**config.mk**
```make
export PLATFORM = sky130hd
export DESIGN_NAME = spi_slave
export DESIGN_NICKNAME = d
export VERILOG_FILES = /design/src/rtl/spi_pkg.sv /design/src/rtl/spi_sync.sv /design/src/rtl/spi_slave.sv
export SDC_FILE = /design/constraint.sdc
export NUM_CORES = 1
export LEC_CHECK = 0
export CAP_MARGIN = 20
export CORE_MARGIN = 2
export CORE_UTILIZATION = 48
export CTS_CLUSTER_SIZE = 14
export DETAILED_ROUTE_END_ITERATION = 16
export PLACE_DENSITY = 0.85
export SETUP_SLACK_MARGIN = 0.02
export SYNTH_ARGS = -nofsm -noshare
export SYNTH_HDL_FRONTEND = slang
export SYNTH_HIERARCHICAL = 1
export SYNTH_SLANG_ARGS = --single-unit
```
**constraint.sdc**
```tcl
create_clock -name clk -period 1.7 [get_ports clk]
set_input_delay 0.34 -clock clk [delete_from_list [all_inputs] [get_ports clk]]
set_output_delay 0.34 -clock clk [all_outputs]
set_load 0.02 [all_outputs]
```
**src/rtl/spi_pkg.sv**
```systemverilog
// Shared definitions for the SPI slave: FSM states, default word width and
// bit positions inside the err pulse vector.
package spi_pkg;

    localparam int unsigned DATA_W_DEF   = 8;

    localparam int unsigned ERR_FRAME    = 2;
    localparam int unsigned ERR_OVERRUN  = 1;
    localparam int unsigned ERR_UNDERRUN = 0;

    typedef enum logic [1:0] {
        IDLE  = 2'd0,
        LOAD  = 2'd1,
        SHIFT = 2'd2
    } spi_state_t;

endpackage

```
**src/rtl/spi_sync.sv**
```systemverilog
// Multi-flop synchronizer for one asynchronous input; reset drives the chain
// to the input's idle level so no spurious edge appears after reset.
module spi_sync #(
    parameter int unsigned STAGES  = 2,
    parameter logic        RST_VAL = 1'b0
) (
    input  logic clk,
    input  logic rst_n,
    input  logic d,
    output logic q
);

    logic [STAGES-1:0] r_chain;

    always_ff @(posedge clk or negedge rst_n) begin
        if (!rst_n) begin
            r_chain <= {STAGES{RST_VAL}};
        end else begin
            r_chain <= {r_chain[STAGES-2:0], d};
        end
    end

    assign q = r_chain[STAGES-1];

endmodule

```
**src/rtl/spi_slave.sv**
```systemverilog
// Mode-0 SPI slave with a one-entry TX holding buffer, RX output register with
// valid/ready handshake, and one-cycle error pulses {frame, overrun, underrun}.
module spi_slave
    import spi_pkg::*;
#(
    parameter int unsigned DATA_W      = DATA_W_DEF,
    parameter int unsigned SYNC_STAGES = 2
) (
    input  logic              clk,
    input  logic              rst_n,
    input  logic              sclk,
    input  logic              cs_n,
    input  logic              mosi,
    output logic              miso,
    output logic              miso_oe,
    input  logic [DATA_W-1:0] tx_data,
    input  logic              tx_valid,
    output logic              tx_ready,
    output logic [DATA_W-1:0] rx_data,
    output logic              rx_valid,
    input  logic              rx_ready,
    output logic              busy,
    output logic [2:0]        err
);

    localparam int unsigned CNT_W = $clog2(DATA_W);

    logic w_sclk, w_cs_n, w_mosi;

    spi_sync #(.STAGES(SYNC_STAGES), .RST_VAL(1'b0)) u_sync_sclk (
        .clk(clk), .rst_n(rst_n), .d(sclk), .q(w_sclk));
    spi_sync #(.STAGES(SYNC_STAGES), .RST_VAL(1'b1)) u_sync_cs (
        .clk(clk), .rst_n(rst_n), .d(cs_n), .q(w_cs_n));
    spi_sync #(.STAGES(SYNC_STAGES), .RST_VAL(1'b0)) u_sync_mosi (
        .clk(clk), .rst_n(rst_n), .d(mosi), .q(w_mosi));

    spi_state_t        r_state, w_state_next;
    logic              r_sclk_d, r_cs_d;
    logic [DATA_W-1:0] r_tx_buf, r_tx_shift, r_rx_data;
    logic [DATA_W-2:0] r_rx_shift;
    logic              r_tx_full, r_rx_valid, r_udr_pend;
    logic [CNT_W-1:0]  r_bit_cnt;
    logic [2:0]        r_err, w_err_next;

    logic              w_cs_fall, w_shifting, w_rise, w_fall, w_reload;
    logic              w_load, w_last_bit, w_tx_take;
    logic [DATA_W-1:0] w_rx_word;

    assign w_cs_fall  = r_cs_d & ~w_cs_n;
    assign w_shifting = (r_state == SHIFT) & ~w_cs_n;
    assign w_rise     = w_shifting & w_sclk & ~r_sclk_d;
    assign w_fall     = w_shifting & ~w_sclk & r_sclk_d;
    assign w_reload   = w_fall & (r_bit_cnt == '0);
    assign w_load     = ((r_state == LOAD) & ~w_cs_n) | w_reload;
    assign w_last_bit = w_rise & (r_bit_cnt == CNT_W'(DATA_W - 1));
    assign w_rx_word  = {r_rx_shift, w_mosi};
    assign w_tx_take  = tx_valid & ~r_tx_full;

    always_ff @(posedge clk or negedge rst_n) begin
        if (!rst_n) begin
            r_state <= IDLE;
        end else begin
            r_state <= w_state_next;
        end
    end

    always_comb begin
        w_state_next = r_state;
        case (r_state)
            IDLE:    if (w_cs_fall) w_state_next = LOAD;
            LOAD:    w_state_next = w_cs_n ? IDLE : SHIFT;
            SHIFT:   if (w_cs_n) w_state_next = IDLE;
            default: w_state_next = IDLE;
        endcase
    end

    always_comb begin
        busy    = (r_state != IDLE);
        miso_oe = busy;
        miso    = busy & r_tx_shift[DATA_W-1];
    end

    // A reload after the last falling edge of a word also happens at frame end;
    // its underrun is held pending and only reported once that word really starts.
    always_comb begin
        w_err_next               = '0;
        w_err_next[ERR_FRAME]    = (r_state == SHIFT) & w_cs_n & (r_bit_cnt != '0);
        w_err_next[ERR_OVERRUN]  = w_last_bit & r_rx_valid & ~rx_ready;
        w_err_next[ERR_UNDERRUN] = ((r_state == LOAD) & ~w_cs_n & ~r_tx_full)
                                 | (w_rise & r_udr_pend);
    end

    always_ff @(posedge clk or negedge rst_n) begin
        if (!rst_n) begin
            r_sclk_d   <= 1'b0;
            r_cs_d     <= 1'b1;
            r_tx_buf   <= '0;
            r_tx_full  <= 1'b0;
            r_tx_shift <= '0;
            r_rx_shift <= '0;
            r_rx_data  <= '0;
            r_rx_valid <= 1'b0;
            r_bit_cnt  <= '0;
            r_udr_pend <= 1'b0;
            r_err      <= '0;
        end else begin
            r_sclk_d <= w_sclk;
            r_cs_d   <= w_cs_n;
            r_err    <= w_err_next;

            if (w_tx_take) begin
                r_tx_buf  <= tx_data;
                r_tx_full <= 1'b1;
            end else if (w_load) begin
                r_tx_full <= 1'b0;
            end

            if (w_load) begin
                r_tx_shift <= r_tx_full ? r_tx_buf : '0;
            end else if (w_fall) begin
                r_tx_shift <= {r_tx_shift[DATA_W-2:0], 1'b0};
            end

            if (!w_shifting) begin
                r_udr_pend <= 1'b0;
            end else if (w_reload) begin
                r_udr_pend <= ~r_tx_full;
            end else if (w_rise) begin
                r_udr_pend <= 1'b0;
            end

            if (!w_shifting) begin
                r_bit_cnt <= '0;
            end else if (w_rise) begin
                r_bit_cnt <= w_last_bit ? '0 : r_bit_cnt + CNT_W'(1);
            end

            if (w_rise) begin
                r_rx_shift <= w_rx_word[DATA_W-2:0];
            end

            if (w_last_bit) begin
                r_rx_data  <= w_rx_word;
                r_rx_valid <= 1'b1;
            end else if (r_rx_valid & rx_ready) begin
                r_rx_valid <= 1'b0;
            end
        end
    end

    assign tx_ready = ~r_tx_full;
    assign rx_data  = r_rx_data;
    assign rx_valid = r_rx_valid;
    assign err      = r_err;

endmodule

```
**Word-level counts from Yosys, hierarchy flattened**

Index checks and enable logic that the tools add are counted.
Widths: inputs -> output; s select.

- Register bits after elaboration: 50
- Bits in latches: 0
- Memory bits (writable): 0
- Bits in read-only memories: 0
- Bits of input ports: 15
- Output and inout bits: 16
- Memories kept: 0

- Add/subtract/negate cells: 1
- $mul: 0
- Div/mod/pow operators: 0
- Magnitude comparators: 0
- Eq/ne operators: 7
- Shift operators: 0
- Multiplexer cells: 17
- Bitwise operators: 25
- Reductions and logical operators: 8

Operators with widths:

| cell | count |
|---|---|
| $mux 8 | 3 |
| $and 1x1->1 | 18 |
| $mux 3 | 3 |
| $reduce_bool 2->1 | 4 |
| $mux 1 | 7 |
| $mux 2 | 3 |
| $pmux 2 s3 | 1 |
| $not 1->1 | 5 |
| $ne 2x1->1 const B | 2 |
| $add 3x1->3 const B | 1 |
| $eq 3x3->1 const B | 1 |
| $logic_not 3->1 | 1 |
| $ne 3x1->1 const B | 1 |
| $reduce_bool 3->1 | 1 |
| $eq 2x1->1 const B | 1 |
| $eq 2x2->1 const B | 1 |
| $logic_not 2->1 | 1 |
| $ne 2x2->1 const B | 1 |
| $or 1x1->1 | 2 |
| $reduce_and 2->1 | 1 |

**Logic depth before layout (Yosys ltp)**

- Depth in word-level cells: 8
- Gate-level depth with buffers: 6
- Depth with buffers taken out: 5

**By module**

The synthesis kept the hierarchy.

Modules (own cells, without submodules):

| module | instances | cells an instance | area each (um^2) |
|---|---|---|---|
| spi_slave | 1 | 153 | 1,974.4 |
| spi_sync (u_sync_mosi ...) | 2 | 2 | 50.0 |
| spi_sync (u_sync_cs) | 1 | 2 | 52.6 |

**Worst setup path before layout**

OpenSTA, ideal clock, no wires.

- Path type: reg-to-reg
- From: register r_bit_cnt[0]
- To: register r_tx_shift[1]
- Data arrival time: 1.546 ns
- Data required time: 1.589 ns
- Setup slack: 0.043 ns
- Cell stages (with the launch flop): 7
- Cells stage by stage: dfrtp_1 -> inv_1 -> ha_1 -> nand2b_1 -> clkbuf_1 -> mux2_2 -> a222oi_1

- Longest elaborated chain between the ends: 4
- Elaborated cells between the ends (all ways): 5
- Those cells by class: 1 x mux; 2 x bitwise; 2 x reduce/logical

RTL lines:

| element | RTL line | text |
|---|---|---|
| from (decl) | spi_slave.sv:42 | `logic [CNT_W-1:0] r_bit_cnt;` |
| from (signal assigned) | spi_slave.sv:135 | `r_bit_cnt <= w_last_bit ? '0 : r_bit_cnt + CNT_W'(1);` |
| $logic_not 3->1 (*) | spi_slave.sv:53 | `assign w_reload = w_fall & (r_bit_cnt == '0);` |
| $and 1x1->1 (*) | spi_slave.sv:53 |  |
| $or 1x1->1 (*) | spi_slave.sv:54 | `assign w_load = ((r_state == LOAD) & ~w_cs_n) \| w_reload;` |
| $mux 8 / $reduce_bool 2->1 (equally long branches) | n/a |  |
| to (signal assigned) | spi_slave.sv:119 | `r_tx_shift <= r_tx_full ? r_tx_buf : '0;` |
| to (signal assigned) | spi_slave.sv:121 | `r_tx_shift <= {r_tx_shift[DATA_W-2:0], 1'b0};` |
| to (decl) | spi_slave.sv:39 | `logic [DATA_W-1:0] r_tx_buf, r_tx_shift, r_rx_data;` |

Every way passes the cells marked *; elsewhere a longest branch is shown, timed or not.
A chain may end at the register's enable or synchronous reset.

**Worst setup path in the final report**

- From: register r_state[1]
- To: output port miso

- Longest elaborated chain between the ends: 2

RTL lines:

| element | RTL line | text |
|---|---|---|
| from (decl) | spi_slave.sv:37 | `spi_state_t r_state, w_state_next;` |
| from (signal assigned) | spi_slave.sv:63 | `r_state <= w_state_next;` |
| $reduce_bool 2->1 | spi_slave.sv:78 | `busy = (r_state != IDLE);` |
| $and 1x1->1 | spi_slave.sv:80 | `miso = busy & r_tx_shift[DATA_W-1];` |
| to (decl) | spi_slave.sv:14 | `output logic miso,` |

Every way passes these cells.

==> summary.md <==
| Metric | Value |
|---|---|
| Outcome | finished clean |
| Cts hold-fix bufs | 0 |
| Die height | 70.6 um |
| Synth Cell Area | approximately 2100 sq um |
| Antenna diodes | 0 |
| Clk buf depth | 2 |
| Clk sinks | 50 |
| Post-route ant nets | 0 |
| Hold Crit Class | primary input to asynchronous set/reset pin |
| PD cells | about 1100 nW/um^2 |
| RR Startpoint | r_state[0] |
| Die X | about 70 um |
| Via/cell ratio | 5.29 |
| Crit path required time | roughly 1.4 ns |
| Clock skew | 0.00572 ns |
| Syn Nets | around 180 |
| Synth Register Bits | 50 |
| Total number of yosys warnings | 6 |
| Setup TNS | 0 ns |
| Util after Layout | 61.1% |
| Clk Latency, worst-skew pair | around 0.3 ns |
| Synth Instances | approximately 160 |
| DIE AREA | approximately 5000 sq um |
| Period minus WS final | 1.62 ns |
| WP data arrival | 1.28 ns |
| Area share of the largest cell type after synthesis | ~55% |
| CTS tree | yes |
| FFs w/ async S/R, synth | between 90% and 100% |
| Nets | 218 |
| Max Freq | 0.617 GHz |
| Final Hold Viols | 0 |
| Gpl congestion | between 0.7 and 0.8 |
| Synth area leader | dfrtp_1 |
| Synth Flop Type | dfrtp_1 |
| CTS Buf Count | 5 |
| H-tree Lvls | 2 |
| Area Overhead vs Synth | 24.3% |
| GRT Resource Usage Total | 16.0% |
| Post-DR wirelength/cell | ~15 um |
| Max_slew headroom | between 60 and 70% |
| Startpoint Class | register |
| Unrepaired setup endpoints after global routing | false |
| CP Capture Type | output port |
| Post-synth cell types | 37 |
| P_leak | roughly 1.2 nW |
| Share of layout cells above drive strength 1 | approximately a third |
| Port Buf Inserts | 30 |
| Largest net degree at the start of global routing | 51 |
| Clk slew on worst S/H paths | 0.09 ns |
| Max-slew violations | 0 |
| VDD IR max | ~0.86 mV |
| Via count | approximately 1300 |
| CP Class | register to output port |
| Maxcap violations | 0 |
| Core area | ~4300 sq um |
| Worst setup path startpoint | r_state[1] |
| Largest fanout on the critical path | 2 |
| Antenna violations before repair | 0 |
| DRC viols | 0 |
| Final Cycle Share | between 90% and 100% |
| Worst-Margin Slew | around 0.46 ns |
| Post-synth EDFFs | 0 |
| Sequential fraction of the synthesis area | approximately three fifths |
| Drt pass-1 iters | 4 |
| Mean post-synth cell area | between 10 and 15 sq um |
| Dpl hpwl | approximately 2400 um |
| CTS root buf | clkbuf_8 |
| I/O pin count | 31 |
| Vias in the first global route | about 1400 |
| GR Overflow Total | 0 |
| Drt initial violations | 91 |
| Initial core utilization | 49.2% |
| Rows | 24 |
| Final setup fails | 0 |
| Synth area leaders | dfrtp_1 55%, mux2_2 15%, dfstp_2 3.7% |
| Post-Route WL | between 3000 and 4000 um |
| First-pass GRT wire length | roughly 6200 um |
[final timing paths]
| check | end | slack (ns) | cells after the start |
|---|---|---|---|
| worst min-delay path | rx_data[3] | 0.009 | 2 |
| worst max register to register | r_tx_shift[0] | 0.10 | 4 |
| worst min register to register | u_sync_mosi/r_chain[1] | 0.36 | 0 |
| max in group asynchronous | r_cs_d | 1.41 | 2 |
| min in group clk | u_sync_mosi/r_chain[1] | 0.36 | 0 |
| worst max-delay path | miso | 0.08 | 3 |
[layout by cell type, fill, tap and decap left out, types with 2 or more instances in the layout]
master,netlist,routed
dfrtp_1,47,47
mux2_2,29,29
clkdlybuf4s50_1,0,25
inv_1,12,12
buf_4,2,10
nand2_1,9,9
a222oi_1,6,6
clkbuf_8,0,6
nor2_1,5,5
nor2b_1,4,4
buf_2,1,4
nand2b_1,4,3
dfstp_2,3,3
and2_1,2,2
nor3b_2,1,2
mux2i_1,2,2
a211oi_1,2,2
a21oi_1,2,2
ha_1,3,2
[cell usage after synthesis (2+ instances only)]
library cell  count
a211oi_1          2
a21oi_1           2
a222oi_1          6
and2_1            2
buf_4             2
buf_6             2
clkbuf_1          3
dfrtp_1          47
dfstp_2           3
ha_1              3
inv_1            12
mux2_2           29
mux2i_1           2
nand2_1           9
nand2b_1          4
nor2_1            5
nor2b_1           4
nor3b_1           2
o21bai_1          2
[power breakdown]
part | switching (W) | total [W] | internal (W)
clock | 0.000391 | 0.000719 | 0.000327
sequential | 0.000110 | 0.00153 | 0.00142
combinational | 0.000354 | 0.000755 | 0.000401
total | 0.000855 | 0.00301 | 0.00215
[through the flow]
step	std cells	instance area, sq um	hold WS, ns	power [W]	worst slack [ns]
after floorplan	159	2130	0.0444	0.00206	0.0430
after global placement	244	2530	0.333	0.00227	0.0404
after detailed placement	244	2530	0.336	0.00231	0.0246
after CTS	253	2620	0.0164	0.00301	0.0401
after global routing	253	2640	0.0265	0.00318	0.0142
final	253	2640	0.00931	0.00301	0.0802
[flip-flops by register name (all words and copies together) (netlist names)]
name and cells:
err 3, r_tx_buf 8, u_sync_cs/r_chain 2, r_rx_shift 7
r_tx_shift 8, u_sync_mosi/r_chain 2, r_cs_d 1, r_sclk_d 1
r_state 2, r_bit_cnt 3, r_tx_full 1, rx_valid 1
rx_data 8, r_udr_pend 1, u_sync_sclk/r_chain 2
[cells by family (layout without fill, tap and decap cells)]
family                     Yosys count  count (layout)  share of synthesized area [%]
muxes                               31              31                           16.3
adders and majority gates            3               3                           1.76
buffers and inverters               20              62                           4.65
AOI/OAI and AO/OA                   17              17                           7.18
and+or+nand+nor                     37              37                           10.7
xor gates and xnor gates             1               1                          0.412
DFF                                 50              50                           59.0
[layout make-up]
cell class,instances,area (sq um)
Clock buffer,6,82.6
Sequential cell,50,1250
Tap cell,52,65.1
Timing Repair Buffer,42,385
Multi-Input combinational cell,89,798
Clock inverter,2,12.5
Inverter,12,45.0
Fill cell,363,1680
[metal layers]
metal | track usage, % | up-vias | part of all wire [%]
li1 | - | 637 | -
met3 | 3.85 | 6 | 3.6
met5 | 0 | - | 0
met1 | 22.3 | 669 | 46
met4 | 7.76 | 0 | 1.8
met2 | 24.0 | 26 | 49
[worst max-delay path, cell delays in order (launching register included)]
cell	delay, ns
dfrtp_1	0.38
or2_2	0.30
and2_1	0.15
buf_2	0.15
[what timing repair did]
item                       in CTS  in global routing
setup endpoints to repair       5                  7
gates cloned                    0                  0
pin swaps                       1                  1
buffers inserted                1                  0
resized for setup              15                  4
Power figures use the tool's default switching activity.
